[config.mk]
export PLATFORM = sky130hd
export DESIGN_NAME = jt5205_adpcm_dec
export DESIGN_NICKNAME = d
export VERILOG_FILES = /design/src/rtl/jt5205_adpcm_pkg.sv /design/src/rtl/jt5205_adpcm_steprom.sv /design/src/rtl/jt5205_adpcm_dec.sv
export SDC_FILE = /design/constraint.sdc
export NUM_CORES = 1
export LEC_CHECK = 0
export BUFFER_PORTS_ARGS = -buffer_cell sky130_fd_sc_hd__buf_2
export CAP_MARGIN = 20
export CORE_ASPECT_RATIO = 2
export CORE_MARGIN = 2
export CORE_UTILIZATION = 55
export DETAILED_ROUTE_END_ITERATION = 10
export PLACE_DENSITY = 0.72
export SETUP_SLACK_MARGIN = 0.4
export SYNTH_ARGS = -nofsm -noshare
export SYNTH_HDL_FRONTEND = slang
export SYNTH_SLANG_ARGS = --single-unit
[constraint.sdc]
create_clock -name clk -period 10.2 [get_ports clk]
set_clock_uncertainty 0.05 [all_clocks]
set_input_delay 2.04 -clock clk [delete_from_list [all_inputs] [get_ports clk]]
set_output_delay 2.04 -clock clk [all_outputs]
set_load 0.05 [all_outputs]
[src/rtl/jt5205_adpcm_pkg.sv]
// Shared constants for the MSM5205-style ADPCM decoder: OKI step table,
// index adjustments, widths and the difference helper.
package jt5205_adpcm_pkg;

  localparam int unsigned SAMPLE_W = 12;
  localparam int unsigned STEP_W   = 11;
  localparam int unsigned IDX_W    = 6;
  localparam int unsigned NIB_W    = 4;
  localparam int unsigned IDX_MAX  = 48;

  localparam logic [STEP_W-1:0] STEP_TABLE [0:IDX_MAX] = '{
    11'd16,   11'd17,   11'd19,   11'd21,   11'd23,   11'd25,   11'd28,
    11'd31,   11'd34,   11'd37,   11'd41,   11'd45,   11'd50,   11'd55,
    11'd60,   11'd66,   11'd73,   11'd80,   11'd88,   11'd97,   11'd107,
    11'd118,  11'd130,  11'd143,  11'd157,  11'd173,  11'd190,  11'd209,
    11'd230,  11'd253,  11'd279,  11'd307,  11'd337,  11'd371,  11'd408,
    11'd449,  11'd494,  11'd544,  11'd598,  11'd658,  11'd724,  11'd796,
    11'd876,  11'd963,  11'd1060, 11'd1166, 11'd1282, 11'd1411, 11'd1552
  };

  localparam logic signed [7:0] IDX_ADJ [0:7] = '{
    -8'sd1, -8'sd1, -8'sd1, -8'sd1, 8'sd2, 8'sd4, 8'sd6, 8'sd8
  };

  typedef enum logic [1:0] {
    ST_IDLE,
    ST_STEP,
    ST_DIFF
  } dec_state_e;

  // Magnitude-weighted step sum; the worst case fits 12 bits unsigned.
  function automatic logic [SAMPLE_W-1:0] calc_diff(input logic [STEP_W-1:0] step,
                                                    input logic [2:0]        mag);
    logic [SAMPLE_W-1:0] d;
    d = SAMPLE_W'(step >> 3);
    if (mag[0]) d = d + SAMPLE_W'(step >> 2);
    if (mag[1]) d = d + SAMPLE_W'(step >> 1);
    if (mag[2]) d = d + SAMPLE_W'(step);
    return d;
  endfunction

endpackage

[src/rtl/jt5205_adpcm_steprom.sv]
// Registered step ROM: data follows the index address by one clock.
module jt5205_adpcm_steprom
  import jt5205_adpcm_pkg::*;
(
  input  logic              clk,
  input  logic [IDX_W-1:0]  addr,
  output logic [STEP_W-1:0] data
);

  always_ff @(posedge clk) begin
    data <= (addr <= IDX_W'(IDX_MAX)) ? STEP_TABLE[addr] : STEP_TABLE[IDX_MAX];
  end

endmodule

[src/rtl/jt5205_adpcm_dec.sv]
// MSM5205-compatible ADPCM nibble decoder, three-stage pipeline.
// Define JT5205_ADPCM_CLAMP_EN to saturate the accumulator instead of wrapping.
module jt5205_adpcm_dec
  import jt5205_adpcm_pkg::*;
(
  input  logic                       clk,
  input  logic                       rst,
  input  logic                       cen,
  input  logic [NIB_W-1:0]           din,
  input  logic                       adpcm_rst,
  output logic signed [SAMPLE_W-1:0] dout,
  output logic                       dout_vld
);

  dec_state_e                 state_q, state_d;
  logic                       accept_c, commit_c;
  logic [NIB_W-1:0]           nib_q;
  logic [IDX_W-1:0]           idx_q, idx_next_c;
  logic signed [SAMPLE_W-1:0] acc_q, acc_next_c;
  logic [STEP_W-1:0]          step;
  logic [SAMPLE_W-1:0]        diff_q;
  logic signed [SAMPLE_W:0]   sum_c;
  logic signed [7:0]          idx_sum_c;

  jt5205_adpcm_steprom u_steprom (
    .clk  (clk),
    .addr (idx_q),
    .data (step)
  );

  always_ff @(posedge clk or posedge rst) begin
    if (rst) state_q <= ST_IDLE;
    else     state_q <= state_d;
  end

  // Busy while a sample is in flight; restart flushes the pipeline.
  always_comb begin
    state_d  = state_q;
    accept_c = 1'b0;
    commit_c = 1'b0;
    if (adpcm_rst) begin
      state_d = ST_IDLE;
    end else begin
      case (state_q)
        ST_IDLE: if (cen) begin
          accept_c = 1'b1;
          state_d  = ST_STEP;
        end
        ST_STEP: state_d = ST_DIFF;
        ST_DIFF: begin
          commit_c = 1'b1;
          state_d  = ST_IDLE;
        end
        default: state_d = ST_IDLE;
      endcase
    end
  end

  always_comb begin
    sum_c = nib_q[3] ? ($signed({acc_q[SAMPLE_W-1], acc_q}) - $signed({1'b0, diff_q}))
                     : ($signed({acc_q[SAMPLE_W-1], acc_q}) + $signed({1'b0, diff_q}));
`ifdef JT5205_ADPCM_CLAMP_EN
    if (sum_c > 13'sd2047)       acc_next_c = 12'sh7ff;
    else if (sum_c < -13'sd2048) acc_next_c = 12'sh800;
    else                         acc_next_c = SAMPLE_W'(sum_c);
`else
    acc_next_c = SAMPLE_W'(sum_c);
`endif
    idx_sum_c = $signed({2'b00, idx_q}) + IDX_ADJ[nib_q[2:0]];
    if (idx_sum_c < 8'sd0)                 idx_next_c = '0;
    else if (idx_sum_c > 8'(IDX_MAX))      idx_next_c = IDX_W'(IDX_MAX);
    else                                   idx_next_c = IDX_W'(idx_sum_c);
  end

  always_ff @(posedge clk or posedge rst) begin
    if (rst) begin
      nib_q    <= '0;
      diff_q   <= '0;
      acc_q    <= '0;
      idx_q    <= '0;
      dout     <= '0;
      dout_vld <= 1'b0;
    end else begin
      dout_vld <= 1'b0;
      if (adpcm_rst) begin
        nib_q  <= '0;
        diff_q <= '0;
        acc_q  <= '0;
        idx_q  <= '0;
        dout   <= '0;
      end else begin
        if (accept_c) nib_q <= din;
        if (state_q == ST_STEP) diff_q <= calc_diff(step, nib_q[2:0]);
        if (commit_c) begin
          acc_q    <= acc_next_c;
          idx_q    <= idx_next_c;
          dout     <= acc_next_c;
          dout_vld <= 1'b1;
        end
      end
    end
  end

endmodule
Word level (Yosys, flattened, before mapping). Memory sizes are Yosys's and may differ from the RTL's. A register that Yosys moved wholly into a read port is not among the register bits. Index checks and enable logic that the tools add are counted.

Output and inout port bits: 13. Logic and storage cells: 58. Memories: 2. Bits in registers: 37. Input port bits: 8. ROM bits: 768.

Memories: (no name shown) (words 64, width 11, rd ports 1, clocked after Yosys merged registers in 1, write ports 0, line jt5205_adpcm_steprom.sv:11) `data <= (addr <= IDX_W'(IDX_MAX)) ? STEP_TABLE[addr] : STEP_TABLE[IDX_MAX];`; (no name shown) (words 8, width 8, rd ports 1, clocked after Yosys merged registers in 0, write ports 0, line jt5205_adpcm_dec.sv:69) `idx_sum_c = $signed({2'b00, idx_q}) + IDX_ADJ[nib_q[2:0]];`.

Bitwise logic cells: 2. Eq/ne operators: 3. Reduce and logical (&&, ||, !) cells: 5. Add/sub/neg operators: 6. Order comparisons: 4. Multiplexer cells: 30.

Operators by type and width (count): 12-bit two-way mux (11); 6-bit two-way mux (4); 8-bit two-way mux (2); 12-bit by 10-bit adder with 12-bit output (1); 12-bit by 11-bit adder with 12-bit output (1); 12-bit adder (1); 12-bit subtractor (1); 8-bit by 9-bit adder with 10-bit output (1); 10-bit two-way mux (1); 7-bit by 8-bit adder with 8-bit output (1); 8-bit by 6-bit > comparator with 1-bit output (second input constant) (1); 8-bit by 1-bit less-than comparator with 1-bit output (second input constant) (1); 4-bit two-way mux (2); 1-bit two-way mux (7); 6-bit inverter with 7-bit output (1); 6-bit <= comparator (second input constant) (1); 2-bit nonzero test (3); 4-bit >= comparator (second input constant) (1); 2-bit two-way mux (2); 3-bit inverter with 4-bit output (1); 2-bit one-hot mux with 2 select lines (1); 3-bit inequality test (second input constant) (1); 2-bit by 1-bit equality test with 1-bit output (second input constant) (1); 2-bit equality test (second input constant) (1); 2 further kinds (2).

Logic depth before layout (Yosys ltp).
Depth in word-level cells: 12. Gate-level depth with buffers: 23. Gate-level depth less buffers: 23.

Modules after synthesis. A second synthesis with hierarchy kept.

Cells, all modules: 603. Area, all modules: 5079.9 µm².

Modules (own cells, without submodules): jt5205_adpcm_dec (instances 1, seq. area each 925.9 µm², area an instance 4046.4 µm², cells an instance 480); jt5205_adpcm_steprom (instances 1, seq. area each 220.2 µm², area an instance 1033.5 µm², cells an instance 123).

Worst setup path before layout. Ideal clock, no wire load.

Kind: register to register. From: reg u_steprom.data[5]. To: reg diff_q[9]. Library setup time: 0.159 ns. Clock period less this slack: 4.399 ns. Buffers on the path: 0. Arrival: 4.191 ns. Path slack: 5.801 ns. Required time: 9.991 ns. Cell stages (with the launch flop): 21. Cell sequence: dfxtp_1 ha_1 and3_1 a221o_1 o21ai_1 xor2_1 mux2_2 ha_1 or3_1 o22a_1 o31a_1 xnor2_1 nand2_1 xnor2_1 ha_1 o21ai_0 o21bai_1 o31a_1 mux2_2 a32oi_1 a41oi_1.

Cells in the longest elaborated chain, start to end: 12.

RTL lines: from (decl) (line jt5205_adpcm_steprom.sv:7) `output logic [STEP_W-1:0] data`; 8-bit by 9-bit adder with 10-bit output (line jt5205_adpcm_pkg.sv:36) `if (mag[0]) d = d + SAMPLE_W'(step >> 2);`; 10-bit two-way mux (line jt5205_adpcm_pkg.sv:36); 12-bit two-way mux (line jt5205_adpcm_dec.sv:93) `if (state_q == ST_STEP) diff_q <= calc_diff(step, nib_q[2:0]);`; 12-bit two-way mux (line jt5205_adpcm_dec.sv:85) `if (adpcm_rst) begin`; 12-bit by 10-bit adder with 12-bit output (line jt5205_adpcm_pkg.sv:37) `if (mag[1]) d = d + SAMPLE_W'(step >> 1);`; 12-bit two-way mux (line jt5205_adpcm_pkg.sv:37); 12-bit two-way mux (line jt5205_adpcm_dec.sv:93); 12-bit two-way mux (line jt5205_adpcm_dec.sv:85); 12-bit by 11-bit adder with 12-bit output (line jt5205_adpcm_pkg.sv:38) `if (mag[2]) d = d + SAMPLE_W'(step);`; 12-bit two-way mux (*) (line jt5205_adpcm_pkg.sv:38); 12-bit two-way mux (*) (line jt5205_adpcm_dec.sv:93); 12-bit two-way mux (*) (line jt5205_adpcm_dec.sv:85); to (signal assigned) (line jt5205_adpcm_dec.sv:93); to (decl) (line jt5205_adpcm_dec.sv:21) `logic [SAMPLE_W-1:0] diff_q;`.

Every way passes the cells marked *; elsewhere a longest branch is shown, timed or not. The select of a mux whose other input is x is not followed. A chain may end at the register's enable or synchronous reset.

Worst setup path in the final report.
From: reg u_steprom.data[3]. To: reg diff_q[9].

Same word-level chain as after synthesis.

==> impl_metrics.json <==
{
  "p_leak_nw": 2.278,
  "vias": 4458,
  "pwr-share-comb": 0.272,
  "cp_top_family": "compound AO/OA/AOI/OAI gates",
  "arrival_ns": 5.11,
  "synth-xor-area-share": 0.06752,
  "synth_simple_gate_area_share": 0.1674,
  "endpoint": "diff_q[9]",
  "postCtsHoldBufs": 0,
  "power.density_mw_per_mm2": 101.8,
  "first_pass_iters": 5,
  "grt_pass1_vias": 4605,
  "io_pins": 21,
  "synth_compound_area_frac": 0.2625,
  "relSlewSlack": 0.2993,
  "p_int_mw": 0.3500,
  "ant_nets": 0,
  "grt_first_pass_wirelength_um": 20640,
  "die_area_sq_mm": 0.009535,
  "drive_above_1_share": 0.07934,
  "antennaDiodeCount": 0,
  "drt_iter0_drc": 233,
  "p_sw_frac": 0.3287,
  "overflow": 0,
  "worstReg2RegStart": "u_steprom.data[3]",
  "place.gp.congestion": 0.9165,
  "status": "complete, no violations",
  "coreArea_sq_mm": 0.008528,
  "cts_inserted_buffers": 5,
  "syn_to_final_growth_pct": 6.648,
  "synthAdderAreaFrac": 0.1611,
  "synth_edf_count": 0,
  "critical_path.slowest_cell": "dfxtp_1",
  "root_buffer": "clkbuf_16",
  "ys_top_cells_by_area": "dfrtp_1 19%, ha_1 14%, o21ai_0 5.0%, xnor2_1 4.7%, dfxtp_1 4.6%",
  "fin_crit_ns": 5.020,
  "grt_max_degree": 43,
  "cts_setup_buffers": 0,
  "synth_top_family_by_area": "compound AO/OA/AOI/OAI gates",
  "io_buffers": 20,
  "wirelength_um": 12420,
  "synthMuxAreaShare": 0.04875,
  "critical_path_required_ns": 10.29,
  "cp_max_fo": 5,
  "crit_type": "reg2reg",
  "rsz0062_at_grt": "no",
  "yosysSeqAreaShare": 0.2388,
  "setup_violations": 0,
  "layout_common_cells": "54 x nand2_1, 53 x ha_1, 48 x o21ai_0",
  "critPathLaunchType": "flip-flop",
  "path_buf_inv": 1,
  "synth_ff_type": "dfrtp_1",
  "setup_tns_ns": 0,
  "hp-class": "reg2reg",
  "tritoncts": "yes",
  "syn_avg_cell_area_sq_um": 8.040,
  "synth_area_sq_mm": 0.004800,
  "max_freq_ghz": 0.1992,
  "routedWlPerCell_um": 17.62,
  "rows": 48,
  "synthesis.nets": 663,
  "cpPeakStageDelay_ns": 0.42,
  "hpwl_um": 9855,
  "reg2reg_setup_slack_ns": 5.18,
  "slew_viol_final": 0,
  "yosysWarnings": 0,
  "r2r_end": "diff_q[9]",
  "critPathCaptureType": "flip-flop",
  "seqPwrFrac": 0.393,
  "syn_inst": 597,
  "cap_violations": 0,
  "layout.nets": 670,
  "clock_latency_ns": 0.30,
  "synth_top_area_share": 0.1929,
  "clkPwrFrac": 0.334,
  "tightestPinTransition_ns": 1.051,
  "clk_path_buf_depth": 2,
  "post_cts_resized": 0,
  "synth_area_leader_cell": "dfrtp_1",
  "drt_drc_violations_left": 0,
  "die_h_um": 136.1,
  "worstPathCellList": "ha_1, inv_1, fa_1, nor2b_1, o31ai_1, a21boi_1, o21ai_0, nand3b_1, o21ai_0, ha_1, or3_1, o22a_1, o31a_1, xnor2_1, nand2_1, xnor2_1, ha_1, o21ai_0, o21bai_1, o31a_1, mux2_2, a32oi_1, a41oi_1",
  "cts.sinks": 48,
  "post-route-period-util": 0.4922,
  "synth.distinct_cells": 63,
  "drt-vias-per-instance": 6.323,
  "htreeDepth": 2,
  "r2r_cells": 23,
  "cp-startpoint": "u_steprom.data[3]",
  "grt.total_usage": 0.2703,
  "final_core_util": 0.6002,
  "synth_seq_cells": 48,
  "antenna_found_initial": 0,
  "ys_async_sr_fraction": 0.7708,
  "final_common_cell": "nand2_1",
  "p_sw_mw": 0.1713,
  "dieWidth_um": 70.06,
  "max-vdd-ir-drop_v": 0.00006300,
  "start_util": 0.5628,
  "clkTransAtPathRegs_ns": 0.07,
  "hold_violations": 0,
  "crit_cells": 23
}
[power groups by stage]
stage / combinational [mW] / sequential, mW / clock (mW)
2_1_floorplan: 0.103 / 0.214 / 0
3_3_place_gp: 0.137 / 0.208 / 0
3_5_place_dp: 0.140 / 0.209 / 0
4_1_cts: 0.142 / 0.205 / 0.175
5_1_grt: 0.158 / 0.206 / 0.182
6_report: 0.142 / 0.205 / 0.174
[worst min-delay path by stage]
| stage | from | cells after the start | endpoint |
|---|---|---|---|
| floorplan | diff_q[11] | 2 | diff_q[11] |
| global placement | acc_q[0] | 2 | acc_q[0] |
| detailed placement | diff_q[11] | 2 | diff_q[11] |
| CTS | diff_q[11] | 2 | diff_q[11] |
| global route | acc_q[10] | 1 | acc_q[10] |
| finish | diff_q[11] | 2 | diff_q[11] |
[sequential cells by signal, indices dropped and copies added, names as in the netlist]
name,count
u_steprom.data,11
diff_q,12
idx_q,6
dout_vld,1
nib_q,4
acc_q,12
state_q,2
[cell families (layout without fill, tap and decap cells)]
family | count (synthesis) | in the layout
AO/OA/AOI/OAI | 194 | 194
AND/OR/NAND/NOR | 170 | 170
buffers and inverters | 69 | 77
adder cells (fa/ha/maj) | 59 | 59
flip-flops | 48 | 48
XOR/XNOR | 37 | 37
multiplexers | 20 | 20
[final cells by class]
class                      count  area [sq um]
tap                          100         125.1
multi-input combinational    480          3395
clock inverter                 1         7.507
fill                         789          3410
sequential                    48          1146
clock buffer                   7         142.6
inverter                      44         165.2
timing repair buffer          25         137.6
[synth_stat cells (all sizes together), types with 4 or more instances]
cell type,n
o21ai,59
nand2,54
ha,53
inv,43
nor2,43
a21oi,41
dfrtp,37
xnor2,26
clkbuf,22
nor3,19
nor2b,16
o21a,13
dfxtp,11
mux2,11
nand2b,11
xor2,11
a21o,10
a22o,8
mux2i,8
nand3,6
o211ai,6
o31ai,6
or3,6
a32o,5
fa,5
o22ai,5
a211oi,4
a221o,4
a31oi,4
o31a,4
[per-layer routing]
metal / global-route usage / share of wire / vias up
met1: 0.2396 / 0.35 / 2130
li1: - / - / 2160
met2: 0.5444 / 0.57 / 116
met3: 0.03262 / 0.029 / 52
met5: 0 / 0 / -
met4: 0.1816 / 0.054 / 0
[worst reg2reg max path: stages (launching register included)]
cell      delay [ns]
dfxtp_1         0.42
ha_1            0.21
inv_1           0.06
fa_1            0.38
nor2b_1         0.23
o31ai_1         0.17
a21boi_1        0.22
o21ai_0         0.10
nand3b_1        0.11
o21ai_0         0.12
ha_1            0.25
or3_1           0.39
o22a_1          0.19
o31a_1          0.14
xnor2_1         0.15
nand2_1         0.08
xnor2_1         0.19
ha_1            0.35
o21ai_0         0.10
o21bai_1        0.13
o31a_1          0.19
mux2_2          0.35
a32oi_1         0.21
a41oi_1         0.06
[through the flow]
step	instance area [sq um]	worst slack (ns)	hold slack [ns]	power (mW)	std cells
floorplan	4800	5.801	0.4252	0.3173	597
global placement	4969	5.475	0.4448	0.3453	697
detailed placement	4969	5.230	0.4474	0.3493	697
CTS	5119	5.209	0.4625	0.5222	705
global route	5119	4.827	0.4977	0.5455	705
finish	5119	5.180	0.4564	0.5213	705
Power figures use the tool's default switching activity.
